===== config.mk =====
export PLATFORM = sky130hd
export DESIGN_NAME = write_burst_engine
export DESIGN_NICKNAME = d
export VERILOG_FILES = /design/src/rtl/write_pkg.sv /design/src/rtl/write_beat_counter.sv /design/src/rtl/write_burst_engine.sv
export SDC_FILE = /design/constraint.sdc
export NUM_CORES = 1
export LEC_CHECK = 0
export CAP_MARGIN = 20
export CORE_MARGIN = 1.5
export CORE_UTILIZATION = 29
export DETAILED_ROUTE_END_ITERATION = 12
export PLACE_DENSITY = 0.53
export SLEW_MARGIN = 10
export SYNTH_ARGS = -nofsm -noshare
export SYNTH_HDL_FRONTEND = slang
export SYNTH_SLANG_ARGS = --single-unit

===== constraint.sdc =====
create_clock -name i_clk -period 3.1 [get_ports i_clk]
set_input_delay 0.62 -clock i_clk [delete_from_list [all_inputs] [get_ports i_clk]]
set_output_delay 0.62 -clock i_clk [all_outputs]
set_load 0.005 [all_outputs]

===== src/rtl/write_pkg.sv =====
// ---------------------------------------------------------------------------
// write_pkg
// Shared definitions for the DDR5 write burst engine:
//   - FSM state encoding
//   - burst-length encodings and the beats_of() helper
//   - DQS toggle constants used on data and CRC beats
//   - width of the shared cycle/beat counter
// ---------------------------------------------------------------------------
package write_pkg;

    // Wide enough for the longest state (BL32 = 32 beats) without wrapping.
    localparam int CNT_W = 6;

    typedef enum logic [2:0] {
        IDLE = 3'd0,
        PRE  = 3'd1,
        DATA = 3'd2,
        CRC  = 3'd3,
        POST = 3'd4
    } state_t;

    localparam logic [1:0] BL_16  = 2'b00;
    localparam logic [1:0] BL_BC8 = 2'b01;
    localparam logic [1:0] BL_32  = 2'b10;

    // {DQS_t, DQS_c} for even and odd beats.
    localparam logic [1:0] DQS_EVEN = 2'b10;
    localparam logic [1:0] DQS_ODD  = 2'b01;

    // Number of data beats for a burst-length code; the reserved code 11
    // falls back to BL16.
    function automatic logic [CNT_W-1:0] beats_of(input logic [1:0] bl);
        case (bl)
            BL_BC8:  beats_of = 6'd8;
            BL_32:   beats_of = 6'd32;
            default: beats_of = 6'd16;
        endcase
    endfunction

endpackage


===== src/rtl/write_beat_counter.sv =====
// ---------------------------------------------------------------------------
// write_beat_counter
// Up-counter that tracks the cycle index inside the current FSM state
// (preamble cycle, data beat, CRC beat or postamble cycle).
//
// Ports:
//   clk          rising-edge clock
//   rst          synchronous active-high reset, clears the count
//   enable       advance/hold; low freezes the count
//   load         restart the count at 0 on the next enabled edge
//   terminal     last index of the current state
//   count        current index
//   at_terminal  count equals terminal (last cycle of the state)
// ---------------------------------------------------------------------------
module write_beat_counter
    import write_pkg::*;
(
    input  logic             clk,
    input  logic             rst,
    input  logic             enable,
    input  logic             load,
    input  logic [CNT_W-1:0] terminal,
    output logic [CNT_W-1:0] count,
    output logic             at_terminal
);

    // The count saturates at the terminal value so it can never wrap,
    // even while the FSM sits in IDLE.
    always_ff @(posedge clk) begin
        if (rst) begin
            count <= '0;
        end else if (enable) begin
            if (load) begin
                count <= '0;
            end else if (count != terminal) begin
                count <= count + 1'b1;
            end
        end
    end

    assign at_terminal = (count == terminal);

endmodule


===== src/rtl/write_burst_engine.sv =====
// ---------------------------------------------------------------------------
// write_burst_engine
// Sequences one DDR5 write burst across NUM_BYTES byte lanes:
// DQS preamble, data beats with mask, optional CRC beats, DQS postamble.
// Supports BL16, BC8, BL32 and seamless back-to-back writes.
//
// Ports:
//   i_clk, i_rst            clock, synchronous active-high reset
//   i_enable                high = advance, low = freeze everything
//   i_wr_en                 write command strobe
//   i_burstlength           00 BL16, 01 BC8, 10 BL32, 11 as BL16
//   i_precycle/postcycle    preamble/postamble lengths (clamped)
//   i_pre/post_pattern      DQS patterns, 2 bits per cycle
//   i_DRAM_crc_en           append CRC_BEATS CRC beats
//   i_Wr_data/datamask      write beat and per-lane mask
//   i_crc_code              CRC beat value from the external generator
//   o_DQ/o_DQ_valid/o_DM    data or CRC beat, valid, mask
//   o_DQS/o_DQS_valid       per-lane {DQS_t, DQS_c}, driven flag
//   o_crc_data/enable       data beat copy for the CRC generator
//   o_data_ready            upstream must present the next beat now
//   o_busy                  FSM not in IDLE
// ---------------------------------------------------------------------------
module write_burst_engine
    import write_pkg::*;
#(
    parameter int NUM_BYTES = 1,
    parameter int CRC_BEATS = 2,
    parameter int MAX_PRE   = 4,
    parameter int MAX_POST  = 2
) (
    input  logic                   i_clk,
    input  logic                   i_rst,
    input  logic                   i_enable,
    input  logic                   i_wr_en,
    input  logic [1:0]             i_burstlength,
    input  logic [2:0]             i_precycle,
    input  logic [1:0]             i_postcycle,
    input  logic [2*MAX_PRE-1:0]   i_pre_pattern,
    input  logic [2*MAX_POST-1:0]  i_post_pattern,
    input  logic                   i_DRAM_crc_en,
    input  logic [8*NUM_BYTES-1:0] i_Wr_data,
    input  logic [NUM_BYTES-1:0]   i_Wr_datamask,
    input  logic [8*NUM_BYTES-1:0] i_crc_code,
    output logic [8*NUM_BYTES-1:0] o_DQ,
    output logic                   o_DQ_valid,
    output logic [NUM_BYTES-1:0]   o_DM,
    output logic [2*NUM_BYTES-1:0] o_DQS,
    output logic                   o_DQS_valid,
    output logic [8*NUM_BYTES-1:0] o_crc_data,
    output logic                   o_crc_enable,
    output logic                   o_data_ready,
    output logic                   o_busy
);

    localparam int DQ_W = 8 * NUM_BYTES;

    // Clamp limits expressed in the width of the corresponding inputs.
    localparam logic [2:0] PRE_LIMIT  = (MAX_PRE  > 7) ? 3'd7 : 3'(MAX_PRE);
    localparam logic [1:0] POST_LIMIT = (MAX_POST > 3) ? 2'd3 : 2'(MAX_POST);
    localparam logic [CNT_W-1:0] CRC_LAST = CNT_W'(CRC_BEATS - 1);

    // FSM and latched configuration
    state_t                state_q, state_d;
    logic [1:0]            bl_q, bl_d;
    logic [2:0]            pre_n_q, pre_n_d, pre_clamped;
    logic [1:0]            post_n_q, post_n_d, post_clamped;
    logic [2*MAX_PRE-1:0]  pre_pat_q, pre_pat_d;
    logic [2*MAX_POST-1:0] post_pat_q, post_pat_d;
    logic                  crc_en_q, crc_en_d;
    logic                  phase_q, phase_d;

    // Counter interface
    logic [CNT_W-1:0]      count, terminal, idx_d;
    logic                  at_term, load;
    logic                  latch_cfg, burst_end, seamless;

    // Output registers and their next values
    logic [DQ_W-1:0]       dq_q, dq_d;
    logic [NUM_BYTES-1:0]  dm_q, dm_d;
    logic                  dq_valid_q, dq_valid_d;
    logic [1:0]            dqs_q, dqs_d;
    logic                  dqs_valid_q, dqs_valid_d;
    logic [DQ_W-1:0]       crc_data_q, crc_data_d;
    logic                  crc_enable_q, crc_enable_d;
    logic                  ready_q, ready_d;

    // Pattern slice k; a constant-index loop keeps the part-select static.
    function automatic logic [1:0] pre_slice(input logic [2*MAX_PRE-1:0] pat,
                                             input logic [CNT_W-1:0] idx);
        pre_slice = 2'b00;
        for (int k = 0; k < MAX_PRE; k++) begin
            if (idx == CNT_W'(k)) pre_slice = pat[2*k +: 2];
        end
    endfunction

    function automatic logic [1:0] post_slice(input logic [2*MAX_POST-1:0] pat,
                                              input logic [CNT_W-1:0] idx);
        post_slice = 2'b00;
        for (int k = 0; k < MAX_POST; k++) begin
            if (idx == CNT_W'(k)) post_slice = pat[2*k +: 2];
        end
    endfunction

    write_beat_counter u_counter (
        .clk         (i_clk),
        .rst         (i_rst),
        .enable      (i_enable),
        .load        (load),
        .terminal    (terminal),
        .count       (count),
        .at_terminal (at_term)
    );

    // Preamble 0 behaves as 1; both lengths saturate at their maxima.
    always_comb begin
        pre_clamped = i_precycle;
        if (i_precycle == 3'd0) begin
            pre_clamped = 3'd1;
        end else if (i_precycle > PRE_LIMIT) begin
            pre_clamped = PRE_LIMIT;
        end
        post_clamped = (i_postcycle > POST_LIMIT) ? POST_LIMIT : i_postcycle;
    end

    // Last index of the current state. Kept apart from the FSM process so
    // the counter's terminal flag never loops back into its own input.
    always_comb begin
        terminal = '0;
        case (state_q)
            PRE:     terminal = CNT_W'(pre_n_q) - 1'b1;
            DATA:    terminal = beats_of(bl_q) - 1'b1;
            CRC:     terminal = CRC_LAST;
            POST:    terminal = CNT_W'(post_n_q) - 1'b1;
            default: terminal = '0;
        endcase
    end

    // Next-state logic. A command on the final DATA/CRC beat re-enters DATA
    // directly; any other command while busy is dropped.
    always_comb begin
        state_d   = state_q;
        burst_end = at_term && ((state_q == DATA && !crc_en_q) || state_q == CRC);
        seamless  = burst_end && i_wr_en;
        case (state_q)
            IDLE: if (i_wr_en) state_d = PRE;
            PRE:  if (at_term) state_d = DATA;
            DATA: begin
                if (at_term) begin
                    if (seamless)            state_d = DATA;
                    else if (crc_en_q)       state_d = CRC;
                    else if (post_n_q != '0) state_d = POST;
                    else                     state_d = IDLE;
                end
            end
            CRC: begin
                if (at_term) begin
                    if (seamless)            state_d = DATA;
                    else if (post_n_q != '0) state_d = POST;
                    else                     state_d = IDLE;
                end
            end
            POST:    if (at_term) state_d = IDLE;
            default: state_d = IDLE;
        endcase

        latch_cfg = (state_q == IDLE && i_wr_en) || seamless;
        load      = (state_d != state_q) || seamless;
        idx_d     = load ? '0 : count + 1'b1;

        bl_d       = latch_cfg ? i_burstlength  : bl_q;
        pre_n_d    = latch_cfg ? pre_clamped    : pre_n_q;
        post_n_d   = latch_cfg ? post_clamped   : post_n_q;
        pre_pat_d  = latch_cfg ? i_pre_pattern  : pre_pat_q;
        post_pat_d = latch_cfg ? i_post_pattern : post_pat_q;
        crc_en_d   = latch_cfg ? i_DRAM_crc_en  : crc_en_q;
    end

    // Outputs are computed for the cycle being entered so that every output
    // can be a plain register. DQS parity restarts at 0 only when DATA is
    // entered from the preamble; it keeps toggling through CRC and seamless.
    always_comb begin
        dq_d         = '0;
        dm_d         = '0;
        dq_valid_d   = 1'b0;
        dqs_d        = 2'b00;
        dqs_valid_d  = 1'b0;
        crc_data_d   = '0;
        crc_enable_d = 1'b0;
        ready_d      = 1'b0;
        phase_d      = 1'b0;
        case (state_d)
            PRE: begin
                dqs_d       = pre_slice(pre_pat_d, idx_d);
                dqs_valid_d = 1'b1;
                ready_d     = (idx_d == CNT_W'(pre_n_d) - 1'b1);
            end
            DATA: begin
                phase_d      = (state_q == DATA || state_q == CRC) ? ~phase_q : 1'b0;
                dq_d         = i_Wr_data;
                dm_d         = i_Wr_datamask;
                dq_valid_d   = 1'b1;
                crc_data_d   = i_Wr_data;
                crc_enable_d = 1'b1;
                dqs_d        = phase_d ? DQS_ODD : DQS_EVEN;
                dqs_valid_d  = 1'b1;
                ready_d      = (idx_d != beats_of(bl_d) - 1'b1);
            end
            CRC: begin
                phase_d     = ~phase_q;
                dq_d        = i_crc_code;
                dq_valid_d  = 1'b1;
                dqs_d       = phase_d ? DQS_ODD : DQS_EVEN;
                dqs_valid_d = 1'b1;
            end
            POST: begin
                dqs_d       = post_slice(post_pat_d, idx_d);
                dqs_valid_d = 1'b1;
            end
            default: ;
        endcase
    end

    // State, configuration and output registers; i_enable low holds all.
    always_ff @(posedge i_clk) begin
        if (i_rst) begin
            state_q      <= IDLE;
            bl_q         <= BL_16;
            pre_n_q      <= 3'd1;
            post_n_q     <= '0;
            pre_pat_q    <= '0;
            post_pat_q   <= '0;
            crc_en_q     <= 1'b0;
            phase_q      <= 1'b0;
            dq_q         <= '0;
            dm_q         <= '0;
            dq_valid_q   <= 1'b0;
            dqs_q        <= 2'b00;
            dqs_valid_q  <= 1'b0;
            crc_data_q   <= '0;
            crc_enable_q <= 1'b0;
            ready_q      <= 1'b0;
        end else if (i_enable) begin
            state_q      <= state_d;
            bl_q         <= bl_d;
            pre_n_q      <= pre_n_d;
            post_n_q     <= post_n_d;
            pre_pat_q    <= pre_pat_d;
            post_pat_q   <= post_pat_d;
            crc_en_q     <= crc_en_d;
            phase_q      <= phase_d;
            dq_q         <= dq_d;
            dm_q         <= dm_d;
            dq_valid_q   <= dq_valid_d;
            dqs_q        <= dqs_d;
            dqs_valid_q  <= dqs_valid_d;
            crc_data_q   <= crc_data_d;
            crc_enable_q <= crc_enable_d;
            ready_q      <= ready_d;
        end
    end

    assign o_DQ         = dq_q;
    assign o_DM         = dm_q;
    assign o_DQ_valid   = dq_valid_q;
    assign o_DQS        = {NUM_BYTES{dqs_q}};
    assign o_DQS_valid  = dqs_valid_q;
    assign o_crc_data   = crc_data_q;
    assign o_crc_enable = crc_enable_q;
    assign o_busy       = (state_q != IDLE);

    // Whether a seamless command arrives is only known during the final
    // beat itself, so that one case is added to the registered ready.
    assign o_data_ready = ready_q | (seamless & i_enable);

endmodule


==> metrics <==
cell taking the most area after synthesis dfxtp_1; critical path data arrival time approximately 2.4 ns; # rows 37; total grt overflow 0; initial cell density of the core a little under a third; P_sw 0.000582 W; Req. time, crit path around 2.5 ns; crit path from pre_n_q[0]$_SDFFE_PP1P_; Die Span Y 107 um; Comb power frac 34.1%; mean post-synth cell area about 8.1 um2; Die W around 110 um; syn_nets ~430; post-synth top area share approximately 34%; number of cells on the critical path 9; CTS buffer count 5; Setup violations, final 0; first-pass GRT wire length 15.2 mm; design area 4260 um2; # nets final a little over 500; worst-skew pair later-pin latency ~0.32 ns; clk sinks 53; vias per inst around 5.1; Total GRT Usage 16.9%; status complete, no violations; MaxCap Viol Count 0; Lkg Pwr roughly 1.6 nW; placed inst area roughly 4000 um2; Bufs on Longest Clock Path 2; Final Core Density between 40% and 50%; Seq pwr share between 40 and 50%; ANT cells 0; Post-synth ARST share 0%; Pwr Total 0.00175 W; initial DRC count between 150 and 200; worst-path fanout max 4; Least-Margin Pin Slew 0.608 ns; Top-Level Pins 65; EDFF count, synth 0; switching share of power between 30% and 40%; Critical-path top delay cell dfxtp_2; synth top area cells dfxtp_1 (34%), mux2i_1 (7.4%), a21oi_1 (6.3%); Root Driver clkbuf_8; Pins Over Slew Limit 0; YS warnings 0; RePlAce Congestion around 0.87; clock share of power between 20% and 30%; Top Family by Delay on Critical Path simple AND/OR/NAND/NOR gates; setup slack, reg-to-reg 0.11 ns; Post-synth top flop dfxtp_1; Max VDD drop 0.153 mV; CP dominant cell by count nor3_2; Setup Skew about 0.0064 ns; Final HPWL DP 6.76 mm; Setup crit end kind output port; setup TNS 0 ns; Synth Instances between 300 and 400; vias in the first global route ~3000; Synth-to-Final Area Change 36.6%; CORE AREA around 10000 um2; Critical Path Max Stage Delay 0.35 ns; Die Area 11400 um2; hold bufs inserted after CTS 0; fin crit share slightly below 100%; drt total wl around 9.3 mm; Max transition margin around 60%; worst hold margin ~0.46 ns; RSZ-0062 raised after global routing true; reg2reg start post_n_q[0]$_SDFFE_PP0P_; Synth cell types 67; FMAX around 330 MHz; sequential area share after synthesis between 30% and 40%; Hold Crit Class flop to flop; CTS clk-pin slew, worst paths ~0.1 ns; DR WL/cell between 15 and 20 um; FF+latch count, synth 53; CTS tree yes; largest net degree at the start of global routing 32; Final Critical Period ~3.0 ns; Via Count approximately 3100; I/O Buffers 64; power density over the cells 409 nW/um2; Setup CP Type flop to output port; Mapped Area 3120 um2; CP bufs+invs 2; crit path to o_data_ready; initial antenna violation count 0; Reg-to-Reg End ready_q$_SDFFE_PP0P_; DRT antenna net count 0; number of H-tree levels 2; drt first pass iters 4; Worst Reg-to-Reg Cells 13; layout cells sized above 1 15.6%; Internal around 0.0012 W; Worst setup SP type flop; CP cell instances inv_1 > ha_1 > nor4b_2 > nor3_2 > xnor2_2 > nor3_2 > nand2_1 > o31ai_2 > dlygate4sd2_1; Final Hold Fails 0; drt drc 0
==> how the worst min path moves through the flow <==
stage,slack (ns),to,startpoint,depth (start not counted)
3_5_place_dp,0.45,pre_pat_q[4]$_SDFFE_PP0P_,pre_pat_q[4]$_SDFFE_PP0P_,2
2_1_floorplan,0.43,pre_pat_q[4]$_SDFFE_PP0P_,pre_pat_q[4]$_SDFFE_PP0P_,2
3_3_place_gp,0.44,pre_pat_q[4]$_SDFFE_PP0P_,pre_pat_q[4]$_SDFFE_PP0P_,2
5_1_grt,0.49,pre_pat_q[7]$_SDFFE_PP0P_,pre_pat_q[7]$_SDFFE_PP0P_,2
4_1_cts,0.46,pre_pat_q[4]$_SDFFE_PP0P_,pre_pat_q[4]$_SDFFE_PP0P_,2
6_report,0.46,pre_pat_q[4]$_SDFFE_PP0P_,pre_pat_q[4]$_SDFFE_PP0P_,2
==> Yosys cell counts, types with 2 or more instances <==
cell type  instances
a211oi_1           5
a21oi_1           39
a22oi_1           10
a2bb2oi_1          8
and2_1             3
and3_1             4
buf_1              3
buf_2              7
buf_4              4
buf_6              2
clkbuf_1           9
dfxtp_1           53
ha_1               5
inv_1             14
mux2i_1           23
nand2_1           49
nand2b_1           4
nand3_1            9
nand3b_1           2
nand4b_1           2
nor2_1            41
nor2b_1            5
nor3_1             6
nor3b_1            3
nor4_1             4
nor4b_2            2
o211ai_1           3
o21a_1             2
o21ai_0            5
o21ai_1            3
o221ai_1           2
o22ai_1            4
o31ai_1            5
xnor2_1            8
xor2_1             5
==> final cells by class <==
cell class | instances | area [um2]
repair buffers | 101 | 928
clock buffers | 5 | 68.8
well taps | 136 | 170
multi-input cells | 293 | 1950
clock inverters | 3 | 21.3
fillers | 1085 | 6110
inverters | 14 | 52.6
flip-flops and latches | 53 | 1070
==> cells by family (layout without fill, tap and decap cells) <==
| kind of cell | count (synthesis) | in the layout | share of synthesized area, % |
|---|---|---|---|
| flip-flops | 53 | 53 | 34.0 |
| adder cells (fa/ha/maj) | 5 | 5 | 2.00 |
| buffers and inverters | 39 | 123 | 5.93 |
| AO/OA/AOI/OAI | 106 | 106 | 23.4 |
| AND/OR/NAND/NOR | 146 | 146 | 23.6 |
| XOR/XNOR | 13 | 13 | 3.65 |
| multiplexers | 23 | 23 | 7.37 |
==> through the flow <==
| step | cells | worst slack, ns |
|---|---|---|
| 6_report | 605 | 0.0882 |
| 5_1_grt | 605 | -0.0609 |
| 3_3_place_gp | 593 | 0.0377 |
| 4_1_cts | 602 | 0.0275 |
| 3_5_place_dp | 593 | -0.0313 |
| 2_1_floorplan | 385 | 0.194 |
==> power groups by stage <==
| stage | clock, W | sequential [W] | combinational (W) |
|---|---|---|---|
| 2_1_floorplan | 0 | 0.000742 | 0.000333 |
| 3_3_place_gp | 0 | 0.000749 | 0.000554 |
| 3_5_place_dp | 0 | 0.000749 | 0.000559 |
| 4_1_cts | 0.000438 | 0.000734 | 0.000568 |
| 5_1_grt | 0.000458 | 0.000740 | 0.000652 |
| 6_report | 0.000415 | 0.000735 | 0.000595 |
==> sequential cells by signal (all words and copies together), names as in the netlist <==
signal and count:
o_DQ 8, pre_pat_q 8, crc_en_q 1, ready_q 1
pre_n_q 3, u_counter.count 6, o_DQS_valid 1, o_crc_enable 1
bl_q 2, o_crc_data 8, post_pat_q 4, phase_q 1
state_q 3, o_DQS 2, o_DM 1, o_DQ_valid 1
post_n_q 2
==> worst min-delay path: cells and delay by family, from the launching register on <==
| kind | cells | cell delay [ns] |
|---|---|---|
| AO/OA/AOI/OAI | 1 | 0.05 |
| flip-flops | 1 | 0.32 |
| AND/OR/NAND/NOR | 1 | 0.05 |
==> layer usage <==
layer  global-route usage (%)  part of all wire [%]  wire length [um]
met1                     22.6                    47              4400
met2                     26.1                    46              4290
met3                     3.22                   5.1               474
met4                     7.71                   1.8               168
met5                        0                     0                 0
==> repair_timing <==
action                                  4_1_cts  5_1_grt
pin swaps                                     2       10
buffers inserted                              1        3
resized for setup                             4       14
endpoints found under the setup margin        1       22
==> layout by cell type (no fill, tap or decap), drive strengths merged, types with 9 or more instances in the layout <==
master         synthesis  final
buf                   16     38
clkdlybuf4s50          0     62
nor2                  42     42
a22oi                 10     10
nand2                 49     49
mux2i                 23     23
dfxtp                 53     53
nand3                  9      9
a21oi                 39     39
inv                   14     15
Note: power is estimated with default switching activity, not from simulation.
